$ cat config.mk
export PLATFORM = sky130hd
export DESIGN_NAME = apb_mem_slave
export DESIGN_NICKNAME = d
export VERILOG_FILES = /design/src/rtl/apb_mem_slave.sv
export SDC_FILE = /design/constraint.sdc
export NUM_CORES = 1
export LEC_CHECK = 0
export BUFFER_PORTS_ARGS = -buffer_cell sky130_fd_sc_hd__buf_2
export CORE_MARGIN = 4
export CORE_UTILIZATION = 59
export DETAILED_ROUTE_END_ITERATION = 16
export PLACE_DENSITY = 0.78
export SLEW_MARGIN = 20
export SYNTH_ARGS = -nofsm -noshare
export SYNTH_HDL_FRONTEND = slang
export SYNTH_SLANG_ARGS = --single-unit
$ cat constraint.sdc
create_clock -name pclk -period 5.6 [get_ports pclk]
set_input_delay 0.84 -clock pclk [delete_from_list [all_inputs] [get_ports pclk]]
set_output_delay 0.84 -clock pclk [all_outputs]
set_load 0.005 [all_outputs]
$ cat src/rtl/apb_mem_slave.sv
// apb_mem_slave: APB word-addressed memory slave with byte strobes, wait states and range error
module apb_mem_slave #(
  parameter int DATA_W      = 32,
  parameter int ADDR_W      = 8,
  parameter int DEPTH       = 16,
  parameter int WAIT_CYCLES = 0
) (
  input  logic                pclk,
  input  logic                preset,
  input  logic                psel,
  input  logic                penable,
  input  logic                pwrite,
  input  logic [ADDR_W-1:0]   paddr,
  input  logic [DATA_W-1:0]   pwdata,
  input  logic [DATA_W/8-1:0] pstrb,
  output logic [DATA_W-1:0]   prdata,
  output logic                pready,
  output logic                pslverr
);
  localparam int SW = DATA_W / 8;
  localparam int IW = DEPTH > 1 ? $clog2(DEPTH) : 1;
  typedef enum logic [1:0] {IDLE, SETUP, ACCESS} state_t;
  state_t state, state_n;
  logic [3:0] cnt, cnt_n;
  logic [DATA_W-1:0] mem [DEPTH];
  logic [IW-1:0] idx;
  logic err, done, busy;
  assign idx  = paddr[IW-1:0];
  assign err  = {1'b0, paddr} >= (ADDR_W+1)'(DEPTH);
  assign busy = state == ACCESS && psel && penable;
  assign done = busy && cnt == 4'(WAIT_CYCLES);
  assign pready  = done;
  assign pslverr = done && err;
  assign prdata  = done && !pwrite && !err ? mem[idx] : '0;
  // every exit from ACCESS (completion or dropped select) returns to IDLE
  always_comb begin
    state_n = state == IDLE  ? (psel && !penable ? SETUP : IDLE) :
              state == SETUP ? ACCESS :
              busy && !done  ? ACCESS : IDLE;
    cnt_n   = state == SETUP ? 4'd0 : busy && !done ? cnt + 4'd1 : cnt;
  end
  always_ff @(posedge pclk or negedge preset)
    if (!preset) begin
      state <= IDLE;
      cnt   <= '0;
      for (int i = 0; i < DEPTH; i++) mem[i] <= '0;
    end else begin
      state <= state_n;
      cnt   <= cnt_n;
      if (done && pwrite && !err)
        for (int b = 0; b < SW; b++)
          if (pstrb[b]) mem[idx][8*b +: 8] <= pwdata[8*b +: 8];
    end
endmodule

==> flow_metrics.py, run 1 <==
metrics = {
    "status": {
        "status": "finished clean",
    },
    "cells_and_area": {
        "multi_input_area_um2": 10900,
        "postLayoutCellArea_um2": 27000,
        "regArea_um2": 13000,
        "diodes": 0,
        "final_common_cell": "dfrtp_1",
        "area_growth_pct": 10.4,
        "fill_cells": 2906,
        "final_cells": 2224,
        "final_cell_mix": "518 x dfrtp_1, 480 x mux2_2, 128 x mux2i_1",
        "fin_nets": 1700,
        "final_layout_size_suffix_gt1_share_pct": 47.3,
    },
    "synth": {
        "ys_types": 43,
        "ys_ff_latch": 518,
        "postSynthAreaPerCell_um2": 15.1,
        "syn_area_um2": 24500,
        "ys.flop_type": "dfrtp_1",
        "async_flop_share_pct": 100,
        "synth_seq_area_share_pct": 53.0,
        "synth_edf_count": 0,
        "syn-num-nets": 1676,
        "ys_warn_count": 0,
        "syn_inst": 1625,
    },
    "clocking": {
        "cts.clk_slew.worst_paths_ns": 0.06,
        "tritoncts": "yes",
        "cts_num_sinks": 518,
        "cts_max_path_buffers": 3,
        "cts-resized-gates": 0,
        "h-tree-depth": 2,
        "numCtsBuffers": 54,
        "clock-root-buffer": "clkbuf_16",
        "cts_setup_buffers": 0,
        "clock_latency_ns": 0.60,
        "ctsHoldBuffers": 0,
    },
    "worst_setup_path": {
        "startpoint": "state[0]",
        "rr_startpoint": "cnt[0]",
        "crit_path_start_kind": "register",
        "crit_slowest_cell": "or3_2",
        "crit_family": "simple AND/OR/NAND/NOR gates",
        "worst-path-max-fanout": 34,
        "crit_chain": "and4b_2 > nand2_4 > or3_2 > nor3_1 > buf_2",
        "critPathCaptureType": "primary output",
        "crit_required_ns": 4.76,
        "crit_buf_inv": 1,
        "cp_data_arrival_time_ns": 3.35,
        "max_stage_delay_ns": 1.02,
        "crit_type": "register to primary output",
    },
    "power_and_ir_drop": {
        "internal-power_mw": 6.10,
        "switching_share_pct": 22.7,
        "p_per_area_nw_per_um2": 292,
        "pwr-share-comb_pct": 5.3,
        "p_leak_nw": 13.5,
        "p_switching_mw": 1.79,
        "pwr-share-seq_pct": 47.6,
        "irDropWorstVdd_v": 0.000216,
        "p_clk_share_pct": 47.2,
    },
    "sta": {
        "post-route-period-util_pct": 74.8,
        "fin_setup_tns_ns": 0,
        "grt_setup_unrepaired": "false",
        "fin_crit_ns": 4.19,
        "drv_slew": 0,
        "tightest_slew_ns": 1.14,
        "fmax_ghz": 0.239,
        "setup_viol": 0,
        "maxSlewHeadroom_pct": 23.9,
        "skew_ns": 0.0177,
        "finalHoldViolations": 0,
    },
    "placement": {
        "hpwl_um": 32600,
        "gp_congestion": 0.769,
        "port_buffers": 82,
        "placed_cell_area_um2": 25100,
        "dp_cells": 2125,
    },
    "flow_run": {
        "maxCapViolations": 0,
    },
    "grt": {
        "grt_pass1_wl_um": 86300,
        "grt_pass1_vias": 15200,
        "gr-total-overflow": 0,
        "grt_util_met2_pct": 40.2,
        "grtUsageTotal_pct": 24.4,
        "grt_util_met1_pct": 34.4,
        "antenna_found_initial": 0,
        "use_met3_pct": 3.19,
        "grt_max_degree": 159,
        "grt_busiest_layer": "met2",
    },
    "routing": {
        "postRouteAntennaNets": 0,
        "drc": 0,
        "viasPerCell": 6.28,
        "routedWlPerCell_um": 23.9,
        "first_iter_violations": 1098,
        "routed_wl_um": 53200,
        "vias": 14000,
        "first_pass_iters": 5,
    },
    "die": {
        "io_pins": 83,
        "dieArea_um2": 44800,
        "initial_core_util_pct": 59.8,
        "num_rows": 74,
        "die_x_um": 212,
        "core_area_um2": 40900,
        "die_y_um": 212,
    },
    "worst_hold_path": {
        "hold_class": "input port to async pin",
    },
}
## registers in the layout (all words and copies together), names as in the netlist
name   cells
mem      512
state      2
cnt        4
## cells by family (layout without fill, tap and decap cells)
group           after synthesis  after routing  share of synthesized area (%)
fa+ha+maj                     2              2                          0.102
xor+xnor                      3              3                          0.107
flops                       518            518                           53.0
compound gates               99             99                           2.85
buf+inv                     134            201                           2.74
mux                         704            704                           34.7
simple gates                165            165                           6.55
## Yosys cell counts, drive strengths merged (6+ instances only)
cell / n / area (µm²)
or4: 20 / 154
nor2: 6 / 22.5
dfrtp: 518 / 13000
nor3: 33 / 165
mux2i: 128 / 1280
nand2: 41 / 154
buf: 47 / 344
mux2: 512 / 5770
o22ai: 31 / 194
nor4: 45 / 957
mux4: 64 / 1440
clkbuf: 84 / 315
a22oi: 62 / 465
## layout make-up
cell class / instances / share of cell area [%]
Clock inverter: 28 / 1.10
Tap cell: 532 / 2.46
Sequential cell: 518 / 48.0
Timing Repair Buffer: 99 / 2.31
Clock buffer: 71 / 5.81
Multi-Input combinational cell: 973 / 40.3
Inverter: 3 / 0.0417
## worst register-to-register path: stages, from the launching register on
cell and delay (ns):
dfrtp_1 0.43, inv_1 0.08, ha_1 0.15, and4bb_2 0.34, nand2_1 0.61, nor4_4 1.08, mux2_2 0.43
## per-stage QoR
stage / setup slack [ns] / power, mW / utilization, % / hold WS, ns
3_5_place_dp: 1.42 / 4.24 / 61.4 / 0.476
4_1_cts: 1.34 / 7.96 / 66.0 / 0.353
5_1_grt: 1.27 / 8.16 / 66.0 / 0.399
6_report: 1.41 / 7.89 / 66.0 / 0.323
2_1_floorplan: 2.27 / 4.05 / - / 0.429
3_3_place_gp: 1.51 / 4.24 / 61.4 / 0.456
## worst paths after layout
kind | slack, ns | cells past startpoint | to
setup / recovery | 1.41 | 5 | prdata[0]
hold / removal | 0.32 | 1 | mem[378]
setup reg to reg | 2.37 | 6 | mem[172]
hold reg to reg | 0.49 | 1 | mem[58]
max in group asynchronous | 3.86 | 2 | mem[232]
min in group pclk | 0.45 | 2 | state[0]
## power by group through the flow
stage / sequential (mW) / combinational, mW / clock, mW
floorplan: 3.82 / 0.231 / 0
finish: 3.75 / 0.415 / 3.72
CTS: 3.75 / 0.423 / 3.79
detailed placement: 3.82 / 0.421 / 0
global placement: 3.82 / 0.416 / 0
global route: 3.75 / 0.453 / 3.96
## per-layer routing
metal,part of all wire (%),vias to the layer above
met5,0,-
met2,50,247
li1,-,6160
met3,3.6,89
met1,44,7471
met4,2.6,0
Note: power is estimated with default switching activity, not from simulation.
==> run 2: changes to the inputs <==
- CORE_UTILIZATION: 59 -> 56
- clock period: 5.6 -> 3.4 ns (I/O delays scaled with it)
==> run 2 against run 1 <==
  * Cell count is 4.3% higher
  * Setup slack worse by 1.2 ns
  * Critical path type unchanged
  * Sequential share of layout area is 0.83 points lower
  * Largest cell class unchanged
  * Total power is 62% higher
  * Count of clock-buffer cells in the layout is 7 higher
==> flow_metrics.py, run 2 (synthesis gave the netlist of run 1 again) <==
metrics = {
    "die": {
        "core_area_um2": 43200,
        "dieArea_um2": 47100,
        "initial_core_util_pct": 56.7,
        "die_y_um": 217,
        "die_x_um": 217,
        "io_pins": 83,
        "num_rows": 76,
    },
    "clocking": {
        "cts_max_path_buffers": 3,
        "clock-root-buffer": "clkbuf_16",
        "tritoncts": "yes",
        "cts_num_sinks": 518,
        "cts.clk_slew.worst_paths_ns": 0.06,
        "clock_latency_ns": 0.59,
        "cts_setup_buffers": 0,
        "h-tree-depth": 2,
        "numCtsBuffers": 53,
    },
    "routing": {
        "routedWlPerCell_um": 24.0,
        "first_iter_violations": 974,
        "first_pass_iters": 5,
        "drc": 0,
        "viasPerCell": 6.17,
        "postRouteAntennaNets": 0,
        "vias": 14300,
        "routed_wl_um": 55600,
    },
    "sta": {
        "drv_slew": 0,
        "fmax_ghz": 0.309,
        "post-route-period-util_pct": 95.3,
        "finalHoldViolations": 0,
        "grt_setup_unrepaired": "false",
        "skew_ns": 0.0138,
        "maxSlewHeadroom_pct": 34.0,
        "fin_crit_ns": 3.24,
        "setup_viol": 0,
        "tightest_slew_ns": 0.983,
        "fin_setup_tns_ns": 0,
    },
    "power_and_ir_drop": {
        "p_clk_share_pct": 45.9,
        "switching_share_pct": 22.8,
        "irDropWorstVdd_v": 0.000503,
        "p_per_area_nw_per_um2": 465,
        "pwr-share-seq_pct": 48.4,
        "p_leak_nw": 13.7,
        "internal-power_mw": 9.87,
        "p_total_mw": 12.8,
        "pwr-share-comb_pct": 5.7,
        "p_switching_mw": 2.92,
    },
    "grt": {
        "grt_pass1_vias": 15500,
        "grt_pass1_wl_um": 88600,
        "gr-total-overflow": 0,
        "grt_max_degree": 91,
        "grtUsageTotal_pct": 23.9,
        "antenna_found_initial": 2,
    },
    "cells_and_area": {
        "area_growth_pct": 12.3,
        "final_layout_size_suffix_gt1_share_pct": 48.5,
        "largest-register": "mem",
        "final_common_cell": "dfrtp_1",
        "final_cells": 2320,
        "fin_nets": 1747,
        "largest_reg_flops": 512,
        "reg_top3": "mem: 512 flops, cnt: 4 flops, state: 2 flops",
        "final_cell_mix": "518 x dfrtp_1, 480 x mux2_2, 128 x mux2i_1",
        "diodes": 0,
        "fill_cells": 3190,
        "postLayoutCellArea_um2": 27500,
    },
    "worst_setup_path": {
        "crit_required_ns": 2.89,
        "crit_type": "register to primary output",
        "cp_data_arrival_time_ns": 2.73,
        "critPathCaptureType": "primary output",
        "crit_path_start_kind": "register",
        "worst-path-max-fanout": 16,
    },
    "placement": {
        "port_buffers": 82,
        "gp_congestion": 0.783,
        "placed_cell_area_um2": 25600,
        "hpwl_um": 34800,
        "dp_cells": 2224,
    },
    "flow_run": {
        "maxCapViolations": 0,
    },
    "worst_hold_path": {
        "hold_class": "input port to register",
    },
    "status": {
        "status": "finished clean",
    },
}
==> run 2: area by class of cell <==
type,count,area (µm²),share of cell area (%)
multi-input cells,973,10900,39.8
clock inverters,16,184,0.669
clock buffers,78,1570,5.72
flip-flops and latches,518,13000,47.2
inverters,3,11.3,0.0410
repair buffers,147,1090,3.97
well taps,585,732,2.66
==> run 2: what timing repair did <==
action	4_1_cts	5_1_grt
resized for setup	1	14
setup endpoints to repair	21	30
hold buffers	1	0
hold endpoints to repair	55	0
gates cloned	0	1
==> run 2: path summary, 6_finish.rpt <==
| path | from | to | slack [ns] | cells after the start |
|---|---|---|---|---|
| min | penable | state[0] | 0.09 | 2 |
| max in group asynchronous | preset | mem[297] | 2.03 | 3 |
| max | cnt[0] | prdata[30] | 0.16 | 7 |
| max reg2reg | cnt[0] | mem[287] | 0.54 | 7 |
| min reg2reg | state[0] | state[0] | 0.48 | 1 |
| min in group asynchronous | preset | mem[251] | 0.46 | 2 |
==> run 2: power groups by stage <==
stage	clock [mW]	sequential, mW	combinational [mW]
6_report	5.87	6.18	0.731
5_1_grt	6.24	6.18	0.793
2_1_floorplan	0	6.30	0.380
3_3_place_gp	0	6.29	0.722
4_1_cts	5.97	6.18	0.735
3_5_place_dp	0	6.30	0.732
==> run 2: worst max-delay path: stages, from the launching register on <==
cell and delay (ns):
dfrtp_1 0.42, inv_1 0.07, ha_1 0.14, or3b_2 0.50
or3_4 0.39, clkbuf_16 0.23, a21oi_1 0.21, buf_2 0.16
==> run 2: stage by stage <==
| step | hold WS, ns | setup slack [ns] | util (%) |
|---|---|---|---|
| final | 0.0948 | 0.161 | 63.7 |
| after global routing | 0.0793 | 0.0421 | 63.7 |
| after CTS | 0.0701 | 0.0138 | 63.4 |
| after detailed placement | 0.469 | 0.355 | 59.3 |
| after global placement | 0.458 | 0.456 | 59.3 |
| after floorplan | 0.214 | 0.728 | - |
==> run 2: per-layer routing <==
metal | GRT usage, % | routed length (µm) | vias up | part of all wire [%]
met3 | 3.98 | 2300 | 104 | 4.1
li1 | - | - | 6253 | -
met5 | 0 | 10 | - | 0.018
met4 | 7.19 | 1580 | 2 | 2.8
met1 | 33.3 | 24600 | 7652 | 44
met2 | 39.1 | 27100 | 297 | 49
==> run 3: changes to the inputs <==
- BUFFER_PORTS_ARGS: -buffer_cell sky130_fd_sc_hd__buf_2 -> not set
- CORE_UTILIZATION: 56 -> 58
- DONT_BUFFER_PORTS: not set -> 1
==> run 3 against run 2 <==
  * The flow now finishes with violations (negative hold slack)
  * Register-to-register slack about the same
  * Die area down 3.3%
  * First-iteration DRC count up 2.4%
  * Core utilization up 1.2 points
  * Clock skew down 0.0027 ns
  * Critical path type unchanged
  * Critical endpoint is now prdata[27]
==> flow_metrics.py, run 3 (synthesis gave the netlist of run 1 again) <==
metrics = {
    "power_and_ir_drop": {
        "switching_share_pct": 21.2,
        "pwr-share-comb_pct": 3.0,
        "internal-power_mw": 9.61,
        "p_per_area_nw_per_um2": 455,
        "p_total_mw": 12.2,
        "irDropWorstVdd_v": 0.000353,
        "pwr-share-seq_pct": 50.7,
        "p_clk_share_pct": 46.2,
        "p_switching_mw": 2.58,
        "p_leak_nw": 13.2,
    },
    "grt": {
        "gr-total-overflow": 0,
        "use_met3_pct": 4.67,
        "grt_max_degree": 519,
        "grt_busiest_layer": "met2",
        "grt_util_met1_pct": 33.8,
        "grt_util_met2_pct": 39.4,
        "grt_pass1_wl_um": 86200,
        "grt_pass1_vias": 14800,
        "antenna_found_initial": 2,
        "grtUsageTotal_pct": 24.3,
    },
    "sta": {
        "post-route-period-util_pct": 96.3,
        "maxSlewHeadroom_pct": 24.6,
        "fin_crit_ns": 3.27,
        "drv_slew": 0,
        "finalHoldViolations": 518,
        "fmax_ghz": 0.305,
        "fin_setup_tns_ns": 0,
        "setup_viol": 0,
        "hold_ws_ns": -0.381,
        "grt_setup_unrepaired": "false",
        "skew_ns": 0.0111,
        "tightest_slew_ns": 1.13,
    },
    "clocking": {
        "clock_latency_ns": 0.59,
        "tritoncts": "yes",
        "cts_num_sinks": 518,
        "clock-root-buffer": "clkbuf_16",
        "ctsHoldBuffers": 1,
        "cts_max_path_buffers": 3,
        "h-tree-depth": 2,
        "numCtsBuffers": 54,
        "cts.clk_slew.worst_paths_ns": 0.06,
    },
    "cells_and_area": {
        "fill_cells": 2924,
        "fin_nets": 1665,
        "reg_top3": "mem: 512 flops, cnt: 4 flops, state: 2 flops",
        "final_cell_mix": "518 x dfrtp_1, 480 x mux2_2, 128 x mux2i_1",
        "final_common_cell": "dfrtp_1",
        "diodes": 0,
        "postLayoutCellArea_um2": 26800,
        "final_layout_size_suffix_gt1_share_pct": 45.6,
        "largest_reg_flops": 512,
        "area_growth_pct": 9.44,
        "post-route-util_pct": 64.9,
        "largest-register": "mem",
        "regArea_um2": 13000,
        "multi_input_area_um2": 10900,
    },
    "routing": {
        "routedWlPerCell_um": 25.0,
        "first_pass_iters": 6,
        "postRouteAntennaNets": 0,
        "first_iter_violations": 997,
        "viasPerCell": 6.39,
        "drc": 0,
        "vias": 14000,
        "routed_wl_um": 54600,
    },
    "placement": {
        "placed_cell_area_um2": 25000,
        "gp_congestion": 0.776,
        "port_buffers": 0,
        "hpwl_um": 31800,
    },
    "die": {
        "dieArea_um2": 45500,
        "core_area_um2": 41300,
        "die_x_um": 213,
        "initial_core_util_pct": 59.3,
        "die_y_um": 213,
        "num_rows": 74,
        "io_pins": 83,
    },
    "worst_setup_path": {
        "crit_path_start_kind": "register",
        "critPathCaptureType": "primary output",
        "crit_type": "register to primary output",
        "worst-path-max-fanout": 15,
        "crit_required_ns": 2.89,
        "cp_data_arrival_time_ns": 2.76,
    },
    "worst_hold_path": {
        "hold_class": "input port to async pin",
    },
    "status": {
        "status": "finished with violations",
        "violations": "negative hold slack",
    },
    "flow_run": {
        "maxCapViolations": 0,
    },
}
==> run 3: worst paths after layout <==
path,start,end,slack [ns],cells past startpoint
worst max-delay path,cnt[0],prdata[27],0.13,7
worst min-delay path,preset,mem[250],-0.38,0
worst max register to register,cnt[0],mem[107],0.53,7
worst min register to register,state[0],state[0],0.47,1
max in group asynchronous,preset,mem[336],2.85,0
min in group pclk,pwdata[31],mem[95],0.05,1
==> run 3: cell type report <==
type	instances	share of cell area [%]
inverters	3	0.0420
multi-input cells	973	40.8
clock buffers	88	6.01
well taps	532	2.49
repair buffers	64	1.96
flip-flops and latches	518	48.4
clock inverters	7	0.252
==> run 3: per-layer routing <==
| metal | up-vias | wire [µm] |
|---|---|---|
| met2 | 283 | 26500 |
| met1 | 7470 | 23800 |
| met4 | 4 | 1740 |
| met3 | 105 | 2600 |
| li1 | 6091 | - |
| met5 | - | 27 |
==> run 3: power by group through the flow <==
stage / Combinational (mW) / Clock [mW] / Sequential, mW
2_1_floorplan: 0.380 / 0 / 6.30
3_3_place_gp: 0.359 / 0 / 6.29
3_5_place_dp: 0.360 / 0 / 6.30
4_1_cts: 0.362 / 5.75 / 6.18
5_1_grt: 0.387 / 6.02 / 6.18
6_report: 0.370 / 5.64 / 6.18
==> run 3: repair_timing <==
| item | 4_1_cts | 5_1_grt |
|---|---|---|
| endpoints found under the setup margin | 27 | 28 |
| endpoints found under the hold margin | 519 | 518 |
| gates resized for setup | 4 | 13 |
| setup buffers | 0 | 0 |
| cloned | 0 | 1 |
==> run 3: metrics by stage <==
step / cells / worst slack (ns)
after floorplan: 1625 / 0.728
after global placement: 2088 / 0.591
after detailed placement: 2088 / 0.529
after CTS: 2184 / 0.00915
after global routing: 2185 / 0.0212
final: 2185 / 0.125
==> run 3: worst max-delay path, cell delays in order (launching register included) <==
cell and delay, ns:
dfrtp_1 0.41, inv_1 0.08, ha_1 0.15, or3b_2 0.51, or3_4 0.41, clkbuf_16 0.24
nor3_2 0.23, buf_4 0.14
